### src/rtl/dmg_bus_pkg.sv
// Shared definitions for the SM83 external-bus target responder.
package dmg_bus_pkg;

    typedef enum logic [2:0] {
        IDLE   = 3'd0,
        RREQ   = 3'd1,
        RWAIT  = 3'd2,
        RDRIVE = 3'd3,
        WCAP   = 3'd4,
        WREQ   = 3'd5
    } state_t;

    // Value returned on a read the backend never answered.
    localparam logic [7:0] OPEN_BUS_DEFAULT = 8'hFF;

    // Strobe history comes out of reset low; the primed flag keeps a strobe
    // that is already high at reset release from counting as a new start.
    localparam logic STROBE_HIST_RESET = 1'b0;

    // Timeout counter width, enough for the largest TIMEOUT (255).
    localparam int unsigned TIMEOUT_WIDTH = 8;

    // Rising edge of a qualified strobe against its registered history.
    function automatic logic strobe_rise(input logic prev, input logic cur, input logic primed);
        return primed & cur & ~prev;
    endfunction

endpackage

### src/rtl/dmg_bus_timeout.sv
// Backend-response timeout: cleared by load, counts while run is high and
// flags expiry on the TIMEOUT-th cycle of running.
module dmg_bus_timeout
    import dmg_bus_pkg::*;
#(
    parameter int unsigned TIMEOUT = 8
) (
    input  logic clk,
    input  logic rst,
    input  logic load,
    input  logic run,
    output logic expired
);

    localparam logic [TIMEOUT_WIDTH-1:0] LIMIT = TIMEOUT_WIDTH'(TIMEOUT - 1);
    localparam logic [TIMEOUT_WIDTH-1:0] STEP  = TIMEOUT_WIDTH'(1);

    logic [TIMEOUT_WIDTH-1:0] count;

    // Cycle counter, saturating at the limit so it cannot wrap while waiting.
    always_ff @(posedge clk or posedge rst) begin
        if (rst) begin
            count <= '0;
        end else if (load) begin
            count <= '0;
        end else if (run && count != LIMIT) begin
            count <= count + STEP;
        end
    end

    // Expiry is only meaningful while the wait is running.
    always_comb begin
        expired = run && (count == LIMIT);
    end

endmodule

### src/rtl/dmg_bus_responder.sv
// Target side of the SM83 external memory bus: decodes an address window,
// forwards accesses to a valid/ready backend port and drives read data back.
module dmg_bus_responder
    import dmg_bus_pkg::*;
#(
    parameter logic [15:0] BASE     = 16'h0000,
    parameter logic [15:0] MASK     = 16'h0000,
    parameter int unsigned TIMEOUT  = 8,
    parameter logic [7:0]  OPEN_BUS = OPEN_BUS_DEFAULT
) (
    input  logic        CLK,
    input  logic        RESET,
    input  logic [15:0] AddrBus,
    input  logic        MREQ,
    input  logic        RD,
    input  logic        WR,
    input  logic [7:0]  DataIn,
    output logic [7:0]  DataOut,
    output logic        DataOE,
    output logic        req_valid,
    output logic        req_we,
    output logic [15:0] req_addr,
    output logic [7:0]  req_wdata,
    input  logic        req_ready,
    input  logic        rsp_valid,
    input  logic [7:0]  rsp_rdata,
    output logic        busy,
    output logic        overrun
);

    state_t     state;
    state_t     next_state;
    logic       rd_act;
    logic       wr_act;
    logic       rd_hist;
    logic       wr_hist;
    logic       primed;
    logic       rd_start;
    logic       wr_start;
    logic       hit;
    logic       expired;
    logic       read_done;
    logic       take_rsp;
    logic [7:0] wsample;

    // Qualified strobes, start detection and window decode.
    always_comb begin
        rd_act   = MREQ & RD;
        wr_act   = MREQ & WR;
        rd_start = strobe_rise(rd_hist, rd_act, primed);
        wr_start = strobe_rise(wr_hist, wr_act, primed);
        hit      = (AddrBus & MASK) == BASE;
    end

    dmg_bus_timeout #(
        .TIMEOUT (TIMEOUT)
    ) u_timeout (
        .clk     (CLK),
        .rst     (RESET),
        .load    (state == IDLE),
        .run     ((state == RREQ) || (state == RWAIT)),
        .expired (expired)
    );

    // State register.
    always_ff @(posedge CLK or posedge RESET) begin
        if (RESET) begin
            state <= IDLE;
        end else begin
            state <= next_state;
        end
    end

    // Next-state logic; a read whose strobe already dropped skips RDRIVE.
    always_comb begin
        next_state = state;
        read_done  = 1'b0;
        take_rsp   = 1'b0;
        case (state)
            IDLE: begin
                if (rd_start && hit) begin
                    next_state = RREQ;
                end else if (wr_start && hit) begin
                    next_state = WCAP;
                end
            end
            RREQ: begin
                if (expired) begin
                    read_done  = 1'b1;
                    next_state = rd_act ? RDRIVE : IDLE;
                end else if (req_ready) begin
                    next_state = RWAIT;
                end
            end
            RWAIT: begin
                if (rsp_valid || expired) begin
                    read_done  = 1'b1;
                    take_rsp   = rsp_valid;
                    next_state = rd_act ? RDRIVE : IDLE;
                end
            end
            RDRIVE: begin
                if (!rd_act) begin
                    next_state = IDLE;
                end
            end
            WCAP: begin
                if (!wr_act) begin
                    next_state = WREQ;
                end
            end
            WREQ: begin
                if (req_ready) begin
                    next_state = IDLE;
                end
            end
            default: next_state = IDLE;
        endcase
    end

    // State-decoded outputs.
    always_comb begin
        busy      = (state != IDLE);
        req_valid = (state == RREQ) || (state == WREQ);
        req_we    = (state == WREQ);
    end

    // Datapath: strobe history, latched request fields, read data and drive enable.
    always_ff @(posedge CLK or posedge RESET) begin
        if (RESET) begin
            rd_hist   <= STROBE_HIST_RESET;
            wr_hist   <= STROBE_HIST_RESET;
            primed    <= 1'b0;
            overrun   <= 1'b0;
            req_addr  <= '0;
            req_wdata <= '0;
            wsample   <= '0;
            DataOut   <= '0;
            DataOE    <= 1'b0;
        end else begin
            rd_hist <= rd_act;
            wr_hist <= wr_act;
            primed  <= 1'b1;

            if (((state != IDLE) && (rd_start || wr_start)) || (rd_start && wr_start)) begin
                overrun <= 1'b1;
            end

            if ((state == IDLE) && (next_state != IDLE)) begin
                req_addr <= AddrBus;
            end

            if ((next_state == WCAP) && wr_act) begin
                wsample <= DataIn;
            end

            if ((state == WCAP) && !wr_act) begin
                req_wdata <= wsample;
            end

            // DataOut is a bus keeper: updated on completion, never cleared.
            if (read_done) begin
                DataOut <= take_rsp ? rsp_rdata : OPEN_BUS;
                DataOE  <= rd_act;
            end else if ((state == RDRIVE) && !rd_act) begin
                DataOE <= 1'b0;
            end
        end
    end

endmodule

### config.mk
export PLATFORM = sky130hd
export DESIGN_NAME = dmg_bus_responder
export DESIGN_NICKNAME = d
export VERILOG_FILES = /design/src/rtl/dmg_bus_pkg.sv /design/src/rtl/dmg_bus_timeout.sv /design/src/rtl/dmg_bus_responder.sv
export SDC_FILE = /design/constraint.sdc
export NUM_CORES = 1
export LEC_CHECK = 0
export CORE_MARGIN = 2
export CORE_UTILIZATION = 48
export CTS_BUF_LIST = sky130_fd_sc_hd__clkbuf_4 sky130_fd_sc_hd__clkbuf_8
export DETAILED_ROUTE_END_ITERATION = 12
export HOLD_SLACK_MARGIN = 0.12
export PLACE_DENSITY = 0.82
export RECOVER_POWER = 50
export SETUP_SLACK_MARGIN = 0.02
export SYNTH_ARGS = -nofsm -noshare
export SYNTH_HDL_FRONTEND = slang
export SYNTH_SLANG_ARGS = --single-unit
### constraint.sdc
create_clock -name CLK -period 3 [get_ports CLK]
set_input_delay 0.6 -clock CLK [delete_from_list [all_inputs] [get_ports CLK]]
set_output_delay 0.6 -clock CLK [all_outputs]
set_load 0.02 [all_outputs]
==> summary by stage <==
Detailed routing
The number of iterations in the first detailed-routing pass is 4. The routed length per placed instance is between 10 and 15 um. Wires add up to 5.017 mm.

The remaining number of nets flagged by the antenna check after routing is 0. In the routed layout, each cell is associated on average with a via count of 5.138. The highest metal layer with signal wires is met4.

The violation count after the first detailed-route iteration is 88. Wire segments on met2 add up to 2.327 mm in the final route. The detailed router placed 1752 vias in this run. After detailed routing, the wire length on met1 is 2.273 mm. Wire segments on met3 add up to 350 um in the final route. The post-route DRC violation count is 0.

Worst setup path
The worst register-to-register path begins at state[0]$_DFF_PP0_. The first element of the critical path is MREQ. STA classifies the critical path startpoint as an input pin. The largest stage delay on the critical path is 0.57 ns.

Setup slack on the worst reg-to-reg path comes out at 0.65 ns. The data arrival time of the worst path is approximately 2.8 ns. The slowest cell on the critical path is dlygate4sd3_1.

In this run the critical register-to-register path is captured at req_addr[13]$_DFFE_PP0P_. The worst register-to-register path has a depth of 6. Of all nets on the critical path, the largest fanout is 8. By startpoint and endpoint, the worst setup path is classified as input pin to register. The signal on the critical path passes through dlygate4sd3_1, nand2_1, inv_1, and4_1, nor4_2, nor2b_1, buf_4, mux2_2. The category of the worst setup path capture point is a register. The worst path required time is around 3.2 ns.

Placed design
After detailed placement, the total cell area comes to 3331 sq um. The minimum setup slack after placement is 0.1901 ns. Summed over all nets, the half-perimeter wirelength after detailed placement is 3.704 mm. The quantity of I/O buffers inserted on ports is 75.

The routability-driven placement congestion ratio is 0.8271.

Logic synthesis
The synthesized design contains 0 enable-type register cells. After synthesis, the netlist uses 43 different library cells. Synthesis produced a netlist with a net count of ~230. The dominant combinational cell family by area after synthesis is multiplexers. The count of yosys warnings during synthesis is 0. The sequential element share of the synthesized area is 56.71%. After Yosys synthesis, XOR and XNOR cells account for 2.481% of the synthesized area. The simple-gate share of the synthesized area is 12.00%. Counting flops with an async set or reset pin after synthesis yields a share of 100.0%. The multiplexer fraction of the synthesized cell area is 16.10%. The number of instances in the synthesized netlist is 189. The commonest register cell after synthesis is dfrtp_1. The netlist area before placement is 2471 sq um. The synthesized netlist devotes approximately a tenth of its cell area to compound gates.

The adder-cell area share of the yosys netlist is 0.5063%. The synthesized design contains 56 register bits. Dividing the synthesized area by the synthesized cell count gives roughly 13 sq um.

Global route
The remaining global-route overflow is 0. The number of global-route vias before repair came to 1795. The initial antenna violation count is 0.

The maximum number of pins on one net before global-route repair is 31. In the global route stage, overall resource usage came out at 19.20%. The first global-routing pass estimated 8.211 mm of wire.

CTS
The number of sinks handled by clock tree synthesis is 56. For the worst-skew pair, the clock arrives at the later sink with an insertion delay of a little over 0.3 ns. Once the clock tree was built, the setup fixing pass inserted 0 buffers.

Clock tree synthesis selected as its root buffer the cell clkbuf_8. The number of CTS-inserted buffers is 5. The clock-pin transition on the worst setup and hold timing paths is approximately 0.1 ns. The H-tree level count is 2. The post-cts hold buffer count is 0.

TritonCTS built the clock tree. Counting along the longest clock path gives a buffer depth of 2. The post-cts resize count is 0.

Power and ir drop
The total power draw is between 3 and 4 mW. The power density relative to cell area is 1072 nW/um^2. The maximum VDD drop is between 600 and 700 uV. In this run the static leakage power is roughly 1.5 nW.

STA
The part of the cycle the worst path needs is approximately 86%. The setup clock skew after layout is 0.01118 ns. The shortest clock period the worst path allows after layout is approximately 2.6 ns.

Setup violations remaining at the end of the flow were counted as 0. Summed over all failing endpoints, the final setup total negative slack is 0 ns. The number of slew-limit violations in the final report is 0. The final-report hold violation count is 0. The maximum clock frequency is 0.3856 GHz. Headroom to the max-slew limit came out at 35.51%. At the pin with the least slew margin, the transition time is between 0.9 and 1 ns. The worst setup slack after layout is 0.4069 ns. Setup repair after global routing left no endpoint under its margin.

Final layout
The cell area after layout is 3407 sq um. Measured on the finished design, the core utilization comes to 67.57%. The share of cells above drive strength 1 is a little under a fifth.

The count of antenna diodes in the layout is 0. The fill cell instance count of the final layout is 380. The post-layout net count is 310.

The relative area change from synthesis to final layout is 37.87%.

Floorplan
The I/O pin count is 76. The horizontal die dimension is ~76 um. The number of core rows is 26. The area of the die is 5738 sq um. From bottom edge to top edge, the die measures 75.75 um.

For this configuration, the core starts out at a cell density of 49.01%. The floorplan step defined a core boundary enclosing 5042 sq um.

Worst hold path
The startpoint identified for the worst hold timing path is overrun$_DFFE_PP0P_. The worst hold path cell count is 1. The path with the worst hold slack has its endpoint at overrun$_DFFE_PP0P_.

The tightest min-delay check is of the register to register type.

Status
The run finished with clean final reports.

Run
The max capacitance violation total is 0.
-- state kept, by name (all words and copies together) (netlist names) --
register and flops:
DataOE 1, DataOut 8, overrun 1, primed 1, rd_hist 1, req_addr 16
req_wdata 8, state 3, u_timeout.count 8, wr_hist 1, wsample 8
-- placed cells by master, fill, tap and decap left out, types with 6 or more instances in the layout --
master / count
clkdlybuf4s50_1: 73
dfrtp_1: 56
inv_1: 9
mux2_2: 22
mux2_4: 10
nand2_1: 13
nor2_1: 10
o22a_1: 8
xor2_1: 6
-- critical path, delay by kind of cell --
kind / cells / cell delay (ns)
buffers and inverters: 3 / 0.89
AND/OR/NAND/NOR: 4 / 0.95
multiplexers: 1 / 0.35
-- metal layers --
metal,vias to the layer above,track usage (%)
met5,-,0
met4,0,5.848
met3,6,6.746
met2,51,30.08
met1,861,25.22
li1,834,-
-- cells by family (layout without fill, tap and decap cells) --
family,count (synthesis),in the layout
multiplexers,32,32
AO/OA/AOI/OAI,26,26
adder cells (fa/ha/maj),1,1
AND/OR/NAND/NOR,52,52
other,1,1
buffers and inverters,14,96
XOR/XNOR,7,7
flip-flops,56,56
-- layout make-up --
class                      count  area (sq um)  area share [%]
sequential                    56          1401           41.13
multi-input combinational    119          1002           29.42
timing repair buffer          79         790.8           23.21
tap                           70         87.58           2.571
clock buffer                   5         68.82           2.020
inverter                       9         33.78          0.9916
clock inverter                 3         22.52          0.6610
-- report_power, final --
part           internal (mW)  leakage [nW]  switching, mW
registers               1.07         0.670          0.225
logic                   1.08         0.745          0.862
clock network          0.168        0.0485          0.251
-- worst max path at each step --
stage                     slack [ns]                        to
after global routing            0.29    wsample[2]$_DFFE_PP0P_
after floorplan                 0.62   req_addr[0]$_DFFE_PP0P_
after global placement          0.20  req_addr[10]$_DFFE_PP0P_
after detailed placement        0.19  req_addr[13]$_DFFE_PP0P_
after CTS                       0.44                    req_we
final                           0.41    wsample[2]$_DFFE_PP0P_
-- synth_stat cells (all sizes together) (2+ instances only) --
cell / count / area (sq um)
nand3: 5 / 25.02
a21oi: 5 / 28.78
nand2: 13 / 48.80
and2: 3 / 18.77
nor2b: 4 / 25.02
mux2: 32 / 397.9
o22a: 8 / 70.07
or4b: 2 / 20.02
nor3b: 2 / 15.01
inv: 9 / 33.78
nand4: 3 / 18.77
a21o: 2 / 15.01
nor3: 3 / 25.02
and3: 2 / 12.51
a41oi: 2 / 36.29
nor2: 10 / 37.54
xor2: 6 / 52.55
buf: 5 / 33.78
dfrtp: 56 / 1401
-- through the flow --
step / hold slack, ns / std cells
finish: 0.4792 / 341
global route: 0.4970 / 341
CTS: 0.4787 / 341
detailed placement: 0.4512 / 333
global placement: 0.4450 / 333
floorplan: 0.4766 / 189
(Power assumes the default switching activity.)
